`src/rtl/aes_pkg.sv`:
```
// Shared AES constants: key-schedule sizing, key-expansion FSM state codes and the forward S-box.
package aes_pkg;

  localparam int AES_NK = 8;
  localparam int AES_NR = 14;
  localparam int WORD_W = 32;
  localparam int RK_W   = 128;

  localparam logic [1:0] ST_IDLE = 2'd0;
  localparam logic [1:0] ST_EMIT = 2'd1;
  localparam logic [1:0] ST_REQ  = 2'd2;
  localparam logic [1:0] ST_GEN  = 2'd3;

  localparam logic [7:0] SBOX [0:255] = '{
    8'h63, 8'h7c, 8'h77, 8'h7b, 8'hf2, 8'h6b, 8'h6f, 8'hc5, 8'h30, 8'h01, 8'h67, 8'h2b, 8'hfe, 8'hd7, 8'hab, 8'h76,
    8'hca, 8'h82, 8'hc9, 8'h7d, 8'hfa, 8'h59, 8'h47, 8'hf0, 8'had, 8'hd4, 8'ha2, 8'haf, 8'h9c, 8'ha4, 8'h72, 8'hc0,
    8'hb7, 8'hfd, 8'h93, 8'h26, 8'h36, 8'h3f, 8'hf7, 8'hcc, 8'h34, 8'ha5, 8'he5, 8'hf1, 8'h71, 8'hd8, 8'h31, 8'h15,
    8'h04, 8'hc7, 8'h23, 8'hc3, 8'h18, 8'h96, 8'h05, 8'h9a, 8'h07, 8'h12, 8'h80, 8'he2, 8'heb, 8'h27, 8'hb2, 8'h75,
    8'h09, 8'h83, 8'h2c, 8'h1a, 8'h1b, 8'h6e, 8'h5a, 8'ha0, 8'h52, 8'h3b, 8'hd6, 8'hb3, 8'h29, 8'he3, 8'h2f, 8'h84,
    8'h53, 8'hd1, 8'h00, 8'hed, 8'h20, 8'hfc, 8'hb1, 8'h5b, 8'h6a, 8'hcb, 8'hbe, 8'h39, 8'h4a, 8'h4c, 8'h58, 8'hcf,
    8'hd0, 8'hef, 8'haa, 8'hfb, 8'h43, 8'h4d, 8'h33, 8'h85, 8'h45, 8'hf9, 8'h02, 8'h7f, 8'h50, 8'h3c, 8'h9f, 8'ha8,
    8'h51, 8'ha3, 8'h40, 8'h8f, 8'h92, 8'h9d, 8'h38, 8'hf5, 8'hbc, 8'hb6, 8'hda, 8'h21, 8'h10, 8'hff, 8'hf3, 8'hd2,
    8'hcd, 8'h0c, 8'h13, 8'hec, 8'h5f, 8'h97, 8'h44, 8'h17, 8'hc4, 8'ha7, 8'h7e, 8'h3d, 8'h64, 8'h5d, 8'h19, 8'h73,
    8'h60, 8'h81, 8'h4f, 8'hdc, 8'h22, 8'h2a, 8'h90, 8'h88, 8'h46, 8'hee, 8'hb8, 8'h14, 8'hde, 8'h5e, 8'h0b, 8'hdb,
    8'he0, 8'h32, 8'h3a, 8'h0a, 8'h49, 8'h06, 8'h24, 8'h5c, 8'hc2, 8'hd3, 8'hac, 8'h62, 8'h91, 8'h95, 8'he4, 8'h79,
    8'he7, 8'hc8, 8'h37, 8'h6d, 8'h8d, 8'hd5, 8'h4e, 8'ha9, 8'h6c, 8'h56, 8'hf4, 8'hea, 8'h65, 8'h7a, 8'hae, 8'h08,
    8'hba, 8'h78, 8'h25, 8'h2e, 8'h1c, 8'ha6, 8'hb4, 8'hc6, 8'he8, 8'hdd, 8'h74, 8'h1f, 8'h4b, 8'hbd, 8'h8b, 8'h8a,
    8'h70, 8'h3e, 8'hb5, 8'h66, 8'h48, 8'h03, 8'hf6, 8'h0e, 8'h61, 8'h35, 8'h57, 8'hb9, 8'h86, 8'hc1, 8'h1d, 8'h9e,
    8'he1, 8'hf8, 8'h98, 8'h11, 8'h69, 8'hd9, 8'h8e, 8'h94, 8'h9b, 8'h1e, 8'h87, 8'he9, 8'hce, 8'h55, 8'h28, 8'hdf,
    8'h8c, 8'ha1, 8'h89, 8'h0d, 8'hbf, 8'he6, 8'h42, 8'h68, 8'h41, 8'h99, 8'h2d, 8'h0f, 8'hb0, 8'h54, 8'hbb, 8'h16
  };

endpackage

```
`src/rtl/aes_sub_word.sv`:
```
// SubWord: forward S-box applied independently to each byte of a 32-bit word.
module aes_sub_word
  import aes_pkg::*;
(
  input  logic [WORD_W-1:0] w,
  output logic [WORD_W-1:0] s
);

  assign s = {SBOX[w[31:24]], SBOX[w[23:16]], SBOX[w[15:8]], SBOX[w[7:0]]};

endmodule

```
`src/rtl/aes256_key_expand.sv`:
```
// Sequential AES-256 key schedule: one expanded word per cycle, round keys streamed with an index tag.
// state | meaning
// IDLE  | waiting for start; window holds the last key
// EMIT  | two cycles presenting rk0 and rk1 straight from the loaded key
// REQ   | rcon ROM read for group grp; data is ready for the next GEN
// GEN   | one new word per cycle; a round key completes every fourth word
module aes256_key_expand
  import aes_pkg::*;
#(
  parameter int NK = AES_NK,
  parameter int NR = AES_NR
) (
  input  logic            clk,
  input  logic            rst,
  input  logic            start,
  input  logic [255:0]    key,
  output logic            rcon_rd,
  output logic [3:0]      rcon_addr,
  input  logic [31:0]     rcon,
  output logic            busy,
  output logic            rk_valid,
  output logic [3:0]      rk_index,
  output logic [RK_W-1:0] round_key,
  output logic            done
);

  localparam int LAST_W = 4 * (NR + 1) - 1;

  logic [1:0]        state;
  logic [WORD_W-1:0] win [NK];
  logic [5:0]        wi;
  logic [2:0]        grp;
  logic              emit_hi;
  logic [WORD_W-1:0] t_prev, sw_in, sw_out, w_new;
  logic              rot_step, sub_step;

  assign t_prev   = win[NK-1];
  assign rot_step = (wi[2:0] == 3'd0);
  assign sub_step = (wi[2:0] == 3'd4);

  // One S-box instance serves both the RotWord and the plain SubWord steps.
  assign sw_in = rot_step ? {t_prev[23:0], t_prev[31:24]} : t_prev;

  aes_sub_word u_sub (.w(sw_in), .s(sw_out));

  always_comb begin
    w_new = win[0] ^ t_prev;
    if (rot_step)
      w_new = win[0] ^ sw_out ^ rcon;
    else if (sub_step)
      w_new = win[0] ^ sw_out;
  end

  assign busy      = (state != ST_IDLE);
  assign rcon_rd   = (state == ST_REQ);
  assign rcon_addr = {1'b0, grp};

  always_ff @(posedge clk or posedge rst) begin
    if (rst) begin
      state     <= ST_IDLE;
      wi        <= '0;
      grp       <= '0;
      emit_hi   <= 1'b0;
      rk_valid  <= 1'b0;
      done      <= 1'b0;
      rk_index  <= '0;
      round_key <= '0;
      for (int j = 0; j < NK; j++) win[j] <= '0;
    end else begin
      rk_valid <= 1'b0;
      done     <= 1'b0;
      case (state)
        ST_IDLE: begin
          if (start) begin
            for (int j = 0; j < NK; j++) win[j] <= key[255-32*j -: 32];
            wi      <= 6'd8;
            grp     <= 3'd1;
            emit_hi <= 1'b0;
            state   <= ST_EMIT;
          end
        end
        ST_EMIT: begin
          rk_valid <= 1'b1;
          emit_hi  <= 1'b1;
          if (!emit_hi) begin
            rk_index  <= 4'd0;
            round_key <= {win[0], win[1], win[2], win[3]};
          end else begin
            rk_index  <= 4'd1;
            round_key <= {win[4], win[5], win[6], win[7]};
            state     <= ST_REQ;
          end
        end
        ST_REQ: state <= ST_GEN;
        ST_GEN: begin
          for (int j = 0; j < NK - 1; j++) win[j] <= win[j+1];
          win[NK-1] <= w_new;
          wi        <= wi + 6'd1;
          if (wi[1:0] == 2'd3) begin
            rk_valid  <= 1'b1;
            rk_index  <= wi[5:2];
            round_key <= {win[NK-3], win[NK-2], win[NK-1], w_new};
          end
          if (wi == 6'(LAST_W)) begin
            done  <= 1'b1;
            state <= ST_IDLE;
          end else if (wi[2:0] == 3'(NK - 1)) begin
            grp   <= grp + 3'd1;
            state <= ST_REQ;
          end
        end
        default: state <= ST_IDLE;
      endcase
    end
  end

endmodule

```
`config.mk`:
```
export PLATFORM = sky130hd
export DESIGN_NAME = aes256_key_expand
export DESIGN_NICKNAME = d
export VERILOG_FILES = /design/src/rtl/aes_pkg.sv /design/src/rtl/aes_sub_word.sv /design/src/rtl/aes256_key_expand.sv
export SDC_FILE = /design/constraint.sdc
export NUM_CORES = 2
export LEC_CHECK = 0
export CAP_MARGIN = 40
export CORE_AREA = 5 5 322 387
export DETAILED_ROUTE_END_ITERATION = 8
export DIE_AREA = 0 0 327 392
export SLEW_MARGIN = 20
export SYNTH_ARGS = -nofsm -noshare
export SYNTH_HDL_FRONTEND = slang
export SYNTH_SLANG_ARGS = --single-unit
export TNS_END_PERCENT = 10
```
`constraint.sdc`:
```
create_clock -name clk -period 16.51 [get_ports clk]
set_input_delay 4.1275 -clock clk [delete_from_list [all_inputs] [get_ports clk]]
set_output_delay 4.1275 -clock clk [all_outputs]
set_load 0.005 [all_outputs]
```
Word level (Yosys, flattened, before mapping) --
Memories as Yosys holds them, arrays and structs flattened. Cells that the tools add are included.
Cells by class: add/subtract/negate cells 2, $lt $le $gt $ge 4, equality and inequality tests 13, multiplexer cells 36, bitwise logic cells 7, reductions and logical operators 11
Operators with widths (count):
- $pmux W256 S2 | 1
- $mux W128 | 2
- $mux W256 | 1
- $pmux W128 S2 | 1
- $mux W32 | 3
- $xor A32 B32 Y32 | 3
- $mux W8 | 8
- $ge A9 B9 Y1 const B | 4
- $not A8 Y9 | 4
- $pmux W6 S2 | 1
- $ne A2 B2 Y1 const B | 5
- $mux W3 | 3
- $mux W2 | 4
- $pmux W2 S4 | 1
- $pmux W4 S2 | 1
- $reduce_bool A2 Y1 | 4
- $add A6 B1 Y6 const B | 1
- $eq A2 B2 Y1 const B | 3
- $eq A3 B3 Y1 const B | 2
- $eq A6 B6 Y1 const B | 1
- $mux W6 | 1
- $pmux W3 S2 | 1
- $reduce_and A2 Y1 | 3
- $mux W1 | 5
- other kinds (9) | 10
Word-level totals: bits in registers 402, memory bits (read-only) 8192, input port bits 291, word-level logic and storage cells 93, memories 4
Memory list:
- (no name shown) | words 256, bits a word 8, read ports 1, clocked after memory_dff 0, write ports 0, RTL line aes_sub_word.sv:9 | assign s = {SBOX[w[31:24]], SBOX[w[23:16]], SBOX[w[15:8]], SBOX[w[7:0]]};
- (no name shown) | words 256, bits a word 8, read ports 1, clocked after memory_dff 0, write ports 0, RTL line aes_sub_word.sv:9
- (no name shown) | words 256, bits a word 8, read ports 1, clocked after memory_dff 0, write ports 0, RTL line aes_sub_word.sv:9
- (no name shown) | words 256, bits a word 8, read ports 1, clocked after memory_dff 0, write ports 0, RTL line aes_sub_word.sv:9

Logic depth before layout (Yosys ltp) --
depth after elaboration 11, mapped depth 21, mapped depth without buffers 16

Modules after synthesis --
A second synthesis with hierarchy kept.
Second synthesis, totals: cells, all modules 4478, area total of the unflattened synthesis 34416.8 um2
By module, submodules not included:
- aes256_key_expand | instances 1, cells each 2293, area an instance 20647.3 um2
- aes_sub_word | instances 1, cells each 2185, area an instance 13769.5 um2

Worst setup path after synthesis --
Ideal clock, no wire load.
path kind in2reg, start input rcon[6], end register round_key[6], library setup time 0.103 ns, arrival time 5.336 ns, setup slack 11.070 ns, stages 6, path buffers 0, path through nor2b_1 > nand3_1 > a2bb2o_1 > nor4b_2 > mux2i_1 > o41ai_2
Between the ends: cells in the longest elaborated chain, start to end 4
Ends and longest elaborated chain:
- start, declared | RTL line aes256_key_expand.sv:19 | input logic [31:0] rcon,
- $xor A32 B32 Y32 | RTL line aes256_key_expand.sv:49 | w_new = win[0] ^ sw_out ^ rcon;
- $mux W32 | RTL line aes256_key_expand.sv:48 | if (rot_step)
- $mux W128 | RTL line aes256_key_expand.sv:99 | if (wi[1:0] == 2'd3) begin
- $pmux W128 S2 | RTL line aes256_key_expand.sv:72 | case (state)
- end signal, assigned | RTL line aes256_key_expand.sv:87 | round_key <= {win[0], win[1], win[2], win[3]};
- end signal, assigned | RTL line aes256_key_expand.sv:90 | round_key <= {win[4], win[5], win[6], win[7]};
- end signal, assigned | RTL line aes256_key_expand.sv:102 | round_key <= {win[NK-3], win[NK-2], win[NK-1], w_new};
- end, declared | RTL line aes256_key_expand.sv:23 | output logic [RK_W-1:0] round_key,
Every way passes these cells. The select of a mux whose other input is x is not followed. A chain may end at the register's enable or synchronous reset.

Worst setup path after layout --
start input start, end register win, in the netlist t_prev[22]
Between the ends: cells in the longest elaborated chain, start to end 2
Ends and longest elaborated chain:
- start, declared | RTL line aes256_key_expand.sv:15 | input logic start,
- $ne A2 B2 Y1 (no source line)
- $reduce_and A2 Y1 (no source line)
- end signal, assigned by index | RTL line aes256_key_expand.sv:97 | win[NK-1] <= w_new;
- end, declared | RTL line aes256_key_expand.sv:30 | logic [WORD_W-1:0] win [NK];
Every way passes these cells.

==> impl_results.html <==
<table>
<tr><th>Metric</th><th>Value</th></tr>
<tr><th colspan="2">Status</th></tr>
<tr><td>Outcome</td><td>finished clean</td></tr>
<tr><th colspan="2">Worst setup path</th></tr>
<tr><td>CP max stage cell</td><td>buf_12</td></tr>
<tr><td>Crit start category</td><td>input pin</td></tr>
<tr><td>Length in cells of the worst reg-to-reg path</td><td>17</td></tr>
<tr><td>Crit-path cells</td><td>clkdlybuf4s50_1, nand2_1, nor2_4, buf_4, buf_12, mux2i_1, a211oi_1</td></tr>
<tr><td>Worst setup path class</td><td>in -&gt; reg</td></tr>
<tr><td>WP data required</td><td>16,970 ps</td></tr>
<tr><td>Crit path DAT</td><td>roughly 7000 ps</td></tr>
<tr><td>Critical path startpoint</td><td>start</td></tr>
<tr><td>Worst R2R End</td><td>round_key[15]$_DFFE_PP0P_</td></tr>
<tr><td>Worst r2r src</td><td>wi[0]$_DFFE_PP0P_</td></tr>
<tr><td>Crit-path max FO</td><td>between 200 and 250</td></tr>
<tr><td>Maximum cell stage delay along the critical path</td><td>between 600 and 700 ps</td></tr>
<tr><td>Internal reg-to-reg setup slack</td><td>10,100 ps</td></tr>
<tr><td>Kind of end point of the critical path</td><td>register</td></tr>
<tr><th colspan="2">Hold path</th></tr>
<tr><td>Worst hold path endpoint</td><td>round_key[6]$_DFFE_PP0P_</td></tr>
<tr><td>Start point of the worst hold path</td><td>round_key[6]$_DFFE_PP0P_</td></tr>
<tr><td>Type of the worst min-delay path</td><td>reg -&gt; reg</td></tr>
<tr><td>Number of cells on the worst hold path</td><td>2</td></tr>
<tr><th colspan="2">Yosys</th></tr>
<tr><td>Most frequent cell after synthesis</td><td>nand2_1</td></tr>
<tr><td>Number of flip-flops and latches in the synthesized netlist</td><td>402</td></tr>
<tr><td>Cell type contributing the most total cell area after synthesis</td><td>dfrtp_1</td></tr>
<tr><td>Top cells by area in the synthesized netlist</td><td>dfrtp_1, nand2_1, mux2i_1</td></tr>
<tr><td>Most frequent cells after synthesis</td><td>nand2_1, dfrtp_1, nor2_1, o21ai_0, clkbuf_1</td></tr>
<tr><td>Dominant register cell in the synthesized netlist</td><td>dfrtp_1</td></tr>
<tr><td>Per-instance average area after synthesis</td><td>about 7.6 µm²</td></tr>
<tr><td>Warnings from Yosys</td><td>0</td></tr>
<tr><td>Count of cell types in the netlist</td><td>103</td></tr>
<tr><td>Post-synthesis cell area</td><td>around 36,000 µm²</td></tr>
<tr><td>Synthesized netlist cell count</td><td>4,727</td></tr>
<tr><td>Share of Yosys cell area claimed by the top area cell type</td><td>28.04%</td></tr>
<tr><td>Synthesized Nets</td><td>between 5,000 and 6,000</td></tr>
<tr><td>Seq/Total Area, Yosys</td><td>28.04%</td></tr>
<tr><td>Share of synthesized registers carrying an async set or reset</td><td>100.0%</td></tr>
<tr><td>Number of enable flip-flop cells after synthesis</td><td>0</td></tr>
<tr><th colspan="2">Clock network</th></tr>
<tr><td>Inserted Clock Buffers</td><td>41</td></tr>
<tr><td>Sinks on the clock net</td><td>402</td></tr>
<tr><td>Insertion delay to the later sink of the worst-skew pair</td><td>approximately 610 ps</td></tr>
<tr><td>Root Driver</td><td>clkbuf_16</td></tr>
<tr><td>Number of instances resized during post-cts repair</td><td>0</td></tr>
<tr><td>Clk pin slew, worst setup/hold paths</td><td>roughly 70 ps</td></tr>
<tr><td>Max Buffers Root-to-Sink</td><td>3</td></tr>
<tr><td>H-tree depth reported by CTS</td><td>2</td></tr>
<tr><td>Number of buffers inserted to repair setup after CTS</td><td>0</td></tr>
<tr><td>TritonCTS clock tree</td><td>yes</td></tr>
<tr><td>Number of hold buffers added after cts</td><td>0</td></tr>
<tr><th colspan="2">Layout</th></tr>
<tr><td>Area growth, synth to finish</td><td>19.94%</td></tr>
<tr><td>Net total in the final layout</td><td>about 5,200</td></tr>
<tr><td>Share of layout cells above drive strength 1</td><td>8.252%</td></tr>
<tr><th colspan="2">STA</th></tr>
<tr><td>Number of hold violations in the final report</td><td>0</td></tr>
<tr><td>Final worst clock skew</td><td>approximately 55 ps</td></tr>
<tr><td>Total Neg Setup Slack</td><td>0 ps</td></tr>
<tr><td>Final clock period utilization by the worst path</td><td>39.31%</td></tr>
<tr><td>Max Clk Rate</td><td>154.1 MHz</td></tr>
<tr><td>Transition time at the pin with the least slew margin</td><td>1234 ps</td></tr>
<tr><td>Max-Slew Margin vs Limit</td><td>17.72%</td></tr>
<tr><td>RSZ-0062 raised after global routing</td><td>no</td></tr>
<tr><td>Final slew viol count</td><td>0</td></tr>
<tr><td># setup viols final</td><td>0</td></tr>
<tr><td>Minimum clock period after layout</td><td>approximately 6500 ps</td></tr>
<tr><th colspan="2">Global routing</th></tr>
<tr><td>Number of antenna violations at the first check in global routing</td><td>30</td></tr>
<tr><td>Wire length of the first global-routing pass</td><td>282,000 µm</td></tr>
<tr><td>Largest net degree at the start of global routing</td><td>225</td></tr>
<tr><td>Tot GR Track Use</td><td>29.01%</td></tr>
<tr><td>Total grt overflow</td><td>0</td></tr>
<tr><td>Vias in the first global route</td><td>39,000</td></tr>
<tr><th colspan="2">Floorplanning</th></tr>
<tr><td>Die Footprint</td><td>128,200 µm²</td></tr>
<tr><td>Row Count</td><td>140</td></tr>
<tr><td>Initial standard-cell utilization of the core</td><td>29.72%</td></tr>
<tr><td>Horizontal die dimension</td><td>327 µm</td></tr>
<tr><td>Height of the die</td><td>392 µm</td></tr>
<tr><td>Area of the placeable core</td><td>120,700 µm²</td></tr>
<tr><td>Number of top-level design ports</td><td>431</td></tr>
<tr><th colspan="2">Placed design</th></tr>
<tr><td>Placer Congestion</td><td>1.017</td></tr>
<tr><td>I/O Buffers</td><td>429</td></tr>
<tr><td>Post-detailed-placement half-perimeter wirelength</td><td>about 140,000 µm</td></tr>
<tr><th colspan="2">Route</th></tr>
<tr><td>Iter 0 DRT Violations</td><td>5,814</td></tr>
<tr><td>Wire per inst</td><td>approximately 30 µm</td></tr>
<tr><td>Router iterations before antenna repair</td><td>8</td></tr>
<tr><td>Antenna-violating nets left</td><td>0</td></tr>
<tr><td>Total Routed Length</td><td>196,000 µm</td></tr>
<tr><td>Via count normalized by instance count</td><td>6.370</td></tr>
<tr><td>Vias</td><td>41,290</td></tr>
<tr><td>DRC violation count after routing</td><td>0</td></tr>
<tr><th colspan="2">Flow run</th></tr>
<tr><td>Max-cap violation count</td><td>0</td></tr>
</table>
-- logic make-up (layout without fill, tap and decap cells) --
group           Yosys count  count (layout)  share of synthesized area, %
compound gates         1695            1695                         32.70
xor+xnor                 28              28                        0.6837
fa+ha+maj                36              36                         1.256
buf+inv                 552             733                         6.858
flops                   402             402                         28.04
mux                     347             347                         10.32
other cells               1              13                       0.01045
simple gates           1666            1666                         20.13
-- cell usage in the layout, fill, tap and decap left out, drive strengths merged, types with 153 or more instances in the layout --
master           n
a211oi         153
a21oi          303
a22oi          237
buf            167
clkdlybuf4s50  429
dfrtp          402
mux2i          259
nand2          898
nor2           351
o21ai          340
-- per-layer routing --
metal | share of wire (%) | wire length [µm] | global-route usage, %
met3 | 11 | 20620 | 6.958
met1 | 40 | 77830 | 37.93
met4 | 6.0 | 11740 | 13.47
met5 | 0.093 | 182 | 0
met2 | 44 | 85680 | 45.32
-- per-stage QoR --
stage	cells	cell area (µm²)	setup slack, ps	hold WS (ps)	utilization, %
final	6482	43020	10020	480.2	35.65
after global routing	6472	43000	9918	494.9	35.63
after CTS	6460	42870	10100	482.6	35.52
after detailed placement	6386	41470	9463	470.3	34.36
after global placement	6362	41190	9294	464.1	34.13
after floorplan	4727	35870	1201	460.6	-
-- how the worst max path moves through the flow --
stage / to / slack (ps)
after floorplan: done$_DFF_PP0_ / 1200
after global placement: emit_hi$_DFFE_PP0P_ / 9290
after detailed placement: round_key[44]$_DFFE_PP0P_ / 9460
after CTS: round_key[73]$_DFFE_PP0P_ / 10100
after global routing: round_key[15]$_DFFE_PP0P_ / 9920
final: t_prev[22]$_DFFE_PP0P_ / 10020
-- worst max-delay path: cells and delay by family --
kind / cells / cell delay [ps]
buffers and inverters: 3 / 1700
AO/OA/AOI/OAI: 1 / 300
multiplexers: 1 / 170
AND/OR/NAND/NOR: 2 / 210
-- registers in the layout, indices dropped and copies added (netlist names) --
| register | cells |
|---|---|
| state | 2 |
| wi | 6 |
| rk_valid | 1 |
| grp | 3 |
| round_key | 128 |
| done | 1 |
| emit_hi | 1 |
| t_prev | 32 |
| win | 224 |
| rk_index | 4 |
-- layout make-up --
cell class              instances  area [µm²]
clock inverters                17       265.3
multi-input cells            3773       23560
fillers                     12720       77670
clock buffers                  57        1136
diodes                         12       30.03
flip-flops and latches        402       10070
repair buffers                599        5781
well taps                    1562        1954
inverters                      60       232.7
Power is not shown: default switching activity piles up to over one toggle a cycle in this logic, so the estimate is an artifact.
